File: src/rtl/if_axi_fetch_pkg.sv
// Shared constants and the fetch FSM state type for the AXI instruction-fetch responder.
package if_axi_fetch_pkg;

  localparam logic [31:0] INST_NOP       = 32'h0000_0013;
  localparam logic [1:0]  AXI_RESP_OKAY  = 2'b00;
  localparam logic [1:0]  AXI_BURST_INCR = 2'b01;
  localparam logic [2:0]  AXI_SIZE_8B    = 3'b011;
  localparam logic [7:0]  AXI_LEN_SINGLE = 8'd0;

  typedef enum logic [1:0] {
    IF_IDLE = 2'd0,
    IF_AR   = 2'd1,
    IF_R    = 2'd2
  } if_state_e;

endpackage : if_axi_fetch_pkg

File: src/rtl/if_axi_fetch.sv
// Instruction-fetch responder: turns each PC-stage fetch miss into one single-beat
// AXI4 read, buffers the returned instruction, and stalls the pipeline until it hits.
module if_axi_fetch
  import if_axi_fetch_pkg::*;
#(
  parameter int               ADDR_W   = 64,
  parameter int               DATA_W   = 64,
  parameter int               INST_W   = 32,
  parameter int               ID_W     = 4,
  parameter logic [ID_W-1:0]  FETCH_ID = '0
) (
  input  logic              clk,
  input  logic              rst,
  input  logic [ADDR_W-1:0] pc_i,
  input  logic              ce_i,
  input  logic              flush_i,
  output logic [INST_W-1:0] inst_o,
  output logic              stallreq_o,
  output logic              fetch_err_o,
  output logic [ADDR_W-1:0] araddr_o,
  output logic              arvalid_o,
  input  logic              arready_i,
  output logic [ID_W-1:0]   arid_o,
  output logic [7:0]        arlen_o,
  output logic [2:0]        arsize_o,
  output logic [1:0]        arburst_o,
  input  logic [DATA_W-1:0] rdata_i,
  input  logic [1:0]        rresp_i,
  input  logic              rlast_i,
  input  logic              rvalid_i,
  output logic              rready_o
);

  if_state_e          state, state_next;
  logic [ADDR_W-1:0]  req_pc;
  logic               discard;
  logic               buf_valid;
  logic [ADDR_W-1:0]  buf_pc;
  logic [INST_W-1:0]  buf_inst;

  logic misaligned, hit, issue, ar_hs, r_hs, keep;

  // Every read is a single beat, so RLAST carries no information here.
  logic rlast_unused;
  assign rlast_unused = rlast_i;

  assign misaligned = (pc_i[1:0] != 2'b00);
  assign hit        = buf_valid && (buf_pc == pc_i) && !flush_i;
  assign issue      = (state == IF_IDLE) && ce_i && !hit && !misaligned;
  assign ar_hs      = (state == IF_AR) && arready_i;
  assign r_hs       = (state == IF_R) && rvalid_i && rready_o;
  // A redirect in the handshake cycle makes the returning data stale as well.
  assign keep       = r_hs && !discard && !flush_i;

  assign inst_o     = (ce_i && hit) ? buf_inst : (misaligned ? INST_NOP : '0);
  assign stallreq_o = ce_i && !hit && !misaligned;

  assign arid_o     = FETCH_ID;
  assign arlen_o    = AXI_LEN_SINGLE;
  assign arsize_o   = AXI_SIZE_8B;
  assign arburst_o  = AXI_BURST_INCR;

  // FSM state register.
  // NOTE: sequential state uses non-blocking assignments so every flop samples pre-edge values.
  always_ff @(posedge clk or negedge rst) begin
    if (!rst) state <= IF_IDLE;
    else      state <= state_next;
  end

  // FSM next-state: one outstanding read, walked through AR then R.
  // NOTE: the default assignment comes first so no path leaves state_next unassigned (no latch).
  always_comb begin
    state_next = state;
    unique case (state)
      IF_IDLE: if (issue)  state_next = IF_AR;
      IF_AR:   if (ar_hs)  state_next = IF_R;
      IF_R:    if (r_hs)   state_next = IF_IDLE;
      default:             state_next = IF_IDLE;
    endcase
  end

  // AXI request side: address/valid held stable from issue until the AR handshake.
  always_ff @(posedge clk or negedge rst) begin
    if (!rst) begin
      araddr_o  <= '0;
      arvalid_o <= 1'b0;
      rready_o  <= 1'b0;
      req_pc    <= '0;
    end else begin
      if (issue) begin
        req_pc    <= pc_i;
        araddr_o  <= {pc_i[ADDR_W-1:3], 3'b000};
        arvalid_o <= 1'b1;
      end
      if (ar_hs) begin
        arvalid_o <= 1'b0;
        rready_o  <= 1'b1;
      end
      if (r_hs) rready_o <= 1'b0;
    end
  end

  // Redirect bookkeeping: an in-flight read still completes, but its data is dropped.
  always_ff @(posedge clk or negedge rst) begin
    if (!rst)                             discard <= 1'b0;
    else if (r_hs)                        discard <= 1'b0;
    else if (flush_i && state != IF_IDLE) discard <= 1'b1;
  end

  // Instruction buffer and error pulse, written when a non-stale beat returns.
  // NOTE: the buffer is reset too, so inst_o and buf_pc are defined from the first cycle.
  always_ff @(posedge clk or negedge rst) begin
    if (!rst) begin
      buf_valid   <= 1'b0;
      buf_pc      <= '0;
      buf_inst    <= '0;
      fetch_err_o <= 1'b0;
    end else begin
      fetch_err_o <= (state == IF_IDLE) && ce_i && misaligned;
      if (flush_i)   buf_valid <= 1'b0;
      else if (keep) buf_valid <= 1'b1;
      if (keep) begin
        buf_pc <= req_pc;
        if (rresp_i != AXI_RESP_OKAY) begin
          buf_inst    <= INST_NOP;
          fetch_err_o <= 1'b1;
        end else begin
          buf_inst <= req_pc[2] ? rdata_i[INST_W +: INST_W] : rdata_i[INST_W-1:0];
        end
      end
    end
  end

endmodule : if_axi_fetch
File: config.mk
export PLATFORM = sky130hd
export DESIGN_NAME = if_axi_fetch
export DESIGN_NICKNAME = d
export VERILOG_FILES = /design/src/rtl/if_axi_fetch_pkg.sv /design/src/rtl/if_axi_fetch.sv
export SDC_FILE = /design/constraint.sdc
export NUM_CORES = 1
export LEC_CHECK = 0
export ABC_AREA = 1
export CORE_MARGIN = 2
export CORE_UTILIZATION = 40
export DETAILED_ROUTE_END_ITERATION = 16
export HOLD_SLACK_MARGIN = 0.06
export PLACE_DENSITY = 0.69
export REMOVE_ABC_BUFFERS = 1
export SYNTH_ARGS = -nofsm -noshare
export SYNTH_HDL_FRONTEND = slang
export SYNTH_SLANG_ARGS = --single-unit
File: constraint.sdc
create_clock -name clk -period 3 [get_ports clk]
set_input_delay 0.3 -clock clk [delete_from_list [all_inputs] [get_ports clk]]
set_output_delay 0.3 -clock clk [all_outputs]
set_load 0.05 [all_outputs]
---- Word level (Yosys, flattened, before mapping) ----
Cells that the tools add are included.
storage, ports and cells
  register bits ........................... 228
  bits of input ports ..................... 137
  logic and storage cells ................. 62
  output and inout bits ................... 117
operators by class
  reductions and logical operators ........ 28
  multiplexer cells ....................... 18
  equality and inequality tests ........... 6
operator list
  operator                                             count
  two-way mux 32 bit                                   3
  equality test 64 bit                                 1
  logical AND 1 bit                                    15
  nonzero test 2 bit                                   7
  two-way mux 1 bit                                    10
  two-way mux 2 bit                                    3
  != test 2 bit, second input constant                 3
  case mux 2 bit (3 select lines)                      1
  two-way mux 5 bit                                    1
  logical NOT 1 bit                                    4
  AND reduction 3 bit                                  1
  equality test 2 x 1 -> 1 bit, second input constant  1
  equality test 2 bit, second input constant           1
  logical NOT 2 bit                                    1

---- Logic depth before layout (Yosys ltp) ----
  depth in word-level cells ............... 8
  gate-level depth with buffers ........... 14
  depth with buffers taken out ............ 12

---- Least setup slack after synthesis ----
Ideal clock, no wire load.
  path kind ............................... flip-flop to output port
  start point ............................. reg buf_pc[40]
  end point ............................... out inst_o[21]
  buffers on the path ..................... 2
  data required time ...................... 2.700 ns
  setup slack ............................. 0.732 ns
  arrival time ............................ 1.968 ns
  stages on the path, launching flop included .. 11
  path through ............................ dfrtp_1 > xnor2_1 > and2_1 > nand2_1 > nor2_1 > nand2_1 > nor2_1 > nand4_1 > buf_2 > buf_6 > nor2_1
between the ends
  longest elaborated chain between the ends .. 5
RTL lines
  item                             RTL line             RTL
  start, declared                  if_axi_fetch.sv:38   logic [ADDR_W-1:0] buf_pc;
  start signal, assigned           if_axi_fetch.sv:123  buf_pc <= req_pc;
  equality test 64 bit             if_axi_fetch.sv:48   assign hit = buf_valid && (buf_pc == pc_i) && !flush_i;
  logical AND 1 bit (2 in series)  if_axi_fetch.sv:48
  logical AND 1 bit                if_axi_fetch.sv:55   assign inst_o = (ce_i && hit) ? buf_inst : (misaligned ? INST_NOP : '0);
  two-way mux 32 bit               if_axi_fetch.sv:55
  end, declared                    if_axi_fetch.sv:17   output logic [INST_W-1:0] inst_o,
Every way passes these cells.

---- Worst setup path in the final report ----
  start point ............................. reg buf_pc[36]
  end point ............................... out inst_o[18]
The elaborated chain is that of the path after synthesis.

==> summary.txt <==
Max Transition Viols Final = 0
buffers and inverters on the worst path = 2
DR vias/cell = 4.84
Final WS setup = 233 ps
Finished Layout Cells = 1712
CTS clk-pin slew, worst paths = 60 ps
share of cells above drive strength 1 = 0.0603
Synth Area in Compound Gates = 0.0765
CTS root buffer = clkbuf_16
via count = 8291
CTS Buffer Depth = 2
sequential-to-total area share from yosys stat = 0.456
Post-Syn Area = 9160 µm²
CP max FO = 29
ratio of final minimum period to clock period = 0.922
post-synthesis adder-cell area fraction = 0
fin util = 0.540
Lkg Pwr = 6.14 nW
pre-CTS WS = 273 ps
WS Path Type = flip-flop to output port
CP endpoint kind = output port
Port Buffers = 232
r2r setup slk = 730 ps
crit-path cells = xnor2_1 > nand3_1 > nor3_1 > nand2_1 > nor2_1 > nand4_1 > buf_12 > nor2_1 > buf_12
first-pass GRT wire length = 42100 µm
Ant. Diodes = 0
I/O Pins = 254
largest family of logic cells by synthesized area = simple AND/OR/NAND/NOR gates
# setup viols final = 0
placed cells = 1681
CP peak stage delay = 390 ps
core area = 22600 µm²
commonest non-fill, non-tap cells in the layout = nand2_1 (402), clkdlybuf4s50_1 (198), nor2_1 (177)
status = complete, no violations
DIE HEIGHT = 155 µm
Rows = 55
Synth Area in XOR/XNOR = 0.0124
wire per inst = 15.6 µm
Power per Cell Area = 905 nW/µm²
DR iter-0 viols = 595
final instance area = 12200 µm²
WP data arrival = 2470 ps
Worst path slowest cell = dfrtp_1
Total GRT Usage = 0.223
Starting Density = 0.406
Placed Area = 11500 µm²
initial antenna violation count = 2
clk_lat worst skew = 440 ps
Max-Cap Viols = 0
Post-layout nets = 1553
Simple-Gate Fraction of Synth Area = 0.298
syn_area_per_cell = 7.23 µm²
FF+latch count, synth = 167
Die Wd = 155 µm
DP Wirelength = 19700 µm
gpl congestion = 0.884
die area = 24100 µm²
H-tree depth = 4
Netlist cell types = 26
total gr overflow = 0
mux cell area share after synthesis = 0
worst rel slew slack = 0.258
Yosys Warn Count = 0
drt total wl = 26800 µm
worst hold path class = input pin to asynchronous set/reset pin
Setup TNS Final = 0 ps
most common cell after layout, fill and taps aside = nand2_1
unrepaired setup endpoints after global routing = false
DR pass1 iterations = 6
cts bufs inserted = 17
clk sink count = 167
Max Freq = 361 MHz
largest net degree at the start of global routing = 88
IR drop worst, VDD = 0.000673 V
ANT nets after route = 0
vias in the first global route = 7965
Final Skew = 14.5 ps
CTS tree = yes
Post-Syn Instances = 1267
Worst-Margin Slew = 1110 ps
final hold vios = 0
min Tclk post-route = 2770 ps
WP data required = 2700 ps
Critical Path Start Type = flip-flop
Synth-to-Final Area Change = 33.0%
DRC Markers = 0
CP top delay family = simple AND/OR/NAND/NOR gates
## path summary, 6_finish.rpt
kind / start / end / depth (start not counted)
max: buf_pc[36]$_DFFE_PN0P_ / inst_o[18] / 9
min: rst / req_pc[22]$_DFFE_PN0P_ / 2
max reg2reg: buf_pc[2]$_DFFE_PN0P_ / state[0]$_DFFE_PN0P_ / 10
min reg2reg: req_pc[0]$_DFFE_PN0P_ / buf_pc[0]$_DFFE_PN0P_ / 2
max in group asynchronous: rst / req_pc[2]$_DFFE_PN0P_ / 3
min in group clk: arready_i / state[0]$_DFFE_PN0P_ / 2
## layer usage
layer / part of all wire / GRT usage / routed length (µm) / vias up
li1: - / - / - / 4095
met1: 0.44 / 0.299 / 11800 / 3872
met2: 0.46 / 0.359 / 12400 / 286
met3: 0.080 / 0.0568 / 2130 / 34
met4: 0.014 / 0.0620 / 388 / 4
met5: 0.0010 / 0 / 27 / -
## kinds of logic (layout without fill, tap and decap cells)
family / Yosys count / in the layout
and+or+nand+nor: 683 / 683
buffers and inverters: 279 / 421
DFF: 167 / 167
AOI/OAI and AO/OA: 123 / 123
xor gates and xnor gates: 13 / 13
other: 2 / 20
## state kept, by name (all words and copies together) (netlist names)
| register | count |
|---|---|
| arvalid_o | 1 |
| req_pc | 64 |
| buf_valid | 1 |
| fetch_err_o | 1 |
| buf_pc | 64 |
| state | 2 |
| buf_inst | 32 |
| rready_o | 1 |
| discard | 1 |
## synthesized netlist by cell type (all sizes together)
library cell  count  area share
nand3b            2      0.0016
inv             144       0.059
o211ai           29       0.024
buf             110       0.087
o21a              4      0.0033
clkbuf           25       0.010
nor3b             2      0.0016
nor2            178       0.073
xnor2            12       0.011
or2               1     0.00068
dfrtp           167        0.46
nand2           403        0.17
xor2              1     0.00096
nand3            76       0.042
nor3              6      0.0038
a21oi             4      0.0022
and2              1     0.00068
o22ai             2      0.0014
o21ai            84       0.046
conb              2     0.00082
nand4            14      0.0096
## where the power goes
part           switching [mW]  total (mW)  internal (mW)  leakage, nW
Sequential              0.639        3.90           3.26         1.93
Combinational            3.19        4.79           1.60         3.91
Clock                   0.931        2.34           1.41        0.302
Total                    4.76        11.0           6.26         6.14
## stage by stage
stage | hold WS, ps | total power [mW]
floorplan | 4.41 | 6.92
global placement | 280 | 8.64
detailed placement | 284 | 8.73
CTS | 391 | 11.1
global route | 409 | 11.7
finish | 375 | 11.0
## final cells by class
class                   instances  area [µm²]
clock inverters                12         178
well taps                     285         357
inverters                     144         541
repair buffers                247        2840
clock buffers                  18         439
multi-input cells             839        3640
flip-flops and latches        167        4180
fillers                      2164       10400
## worst register-to-register path: cells and delay by family (launching register included)
family	cells	cell delay (ps)
DFF	1	390
xor gates and xnor gates	1	360
buffers and inverters	2	490
and+or+nand+nor	6	780
AOI/OAI and AO/OA	1	140
## timing repair
item,in CTS,in global routing
endpoints found under the setup margin,0,3
setup buffers,0,0
endpoints found under the hold margin,49,0
resized for setup,0,1
hold buffers,1,0
Note: power is estimated with default switching activity, not from simulation.
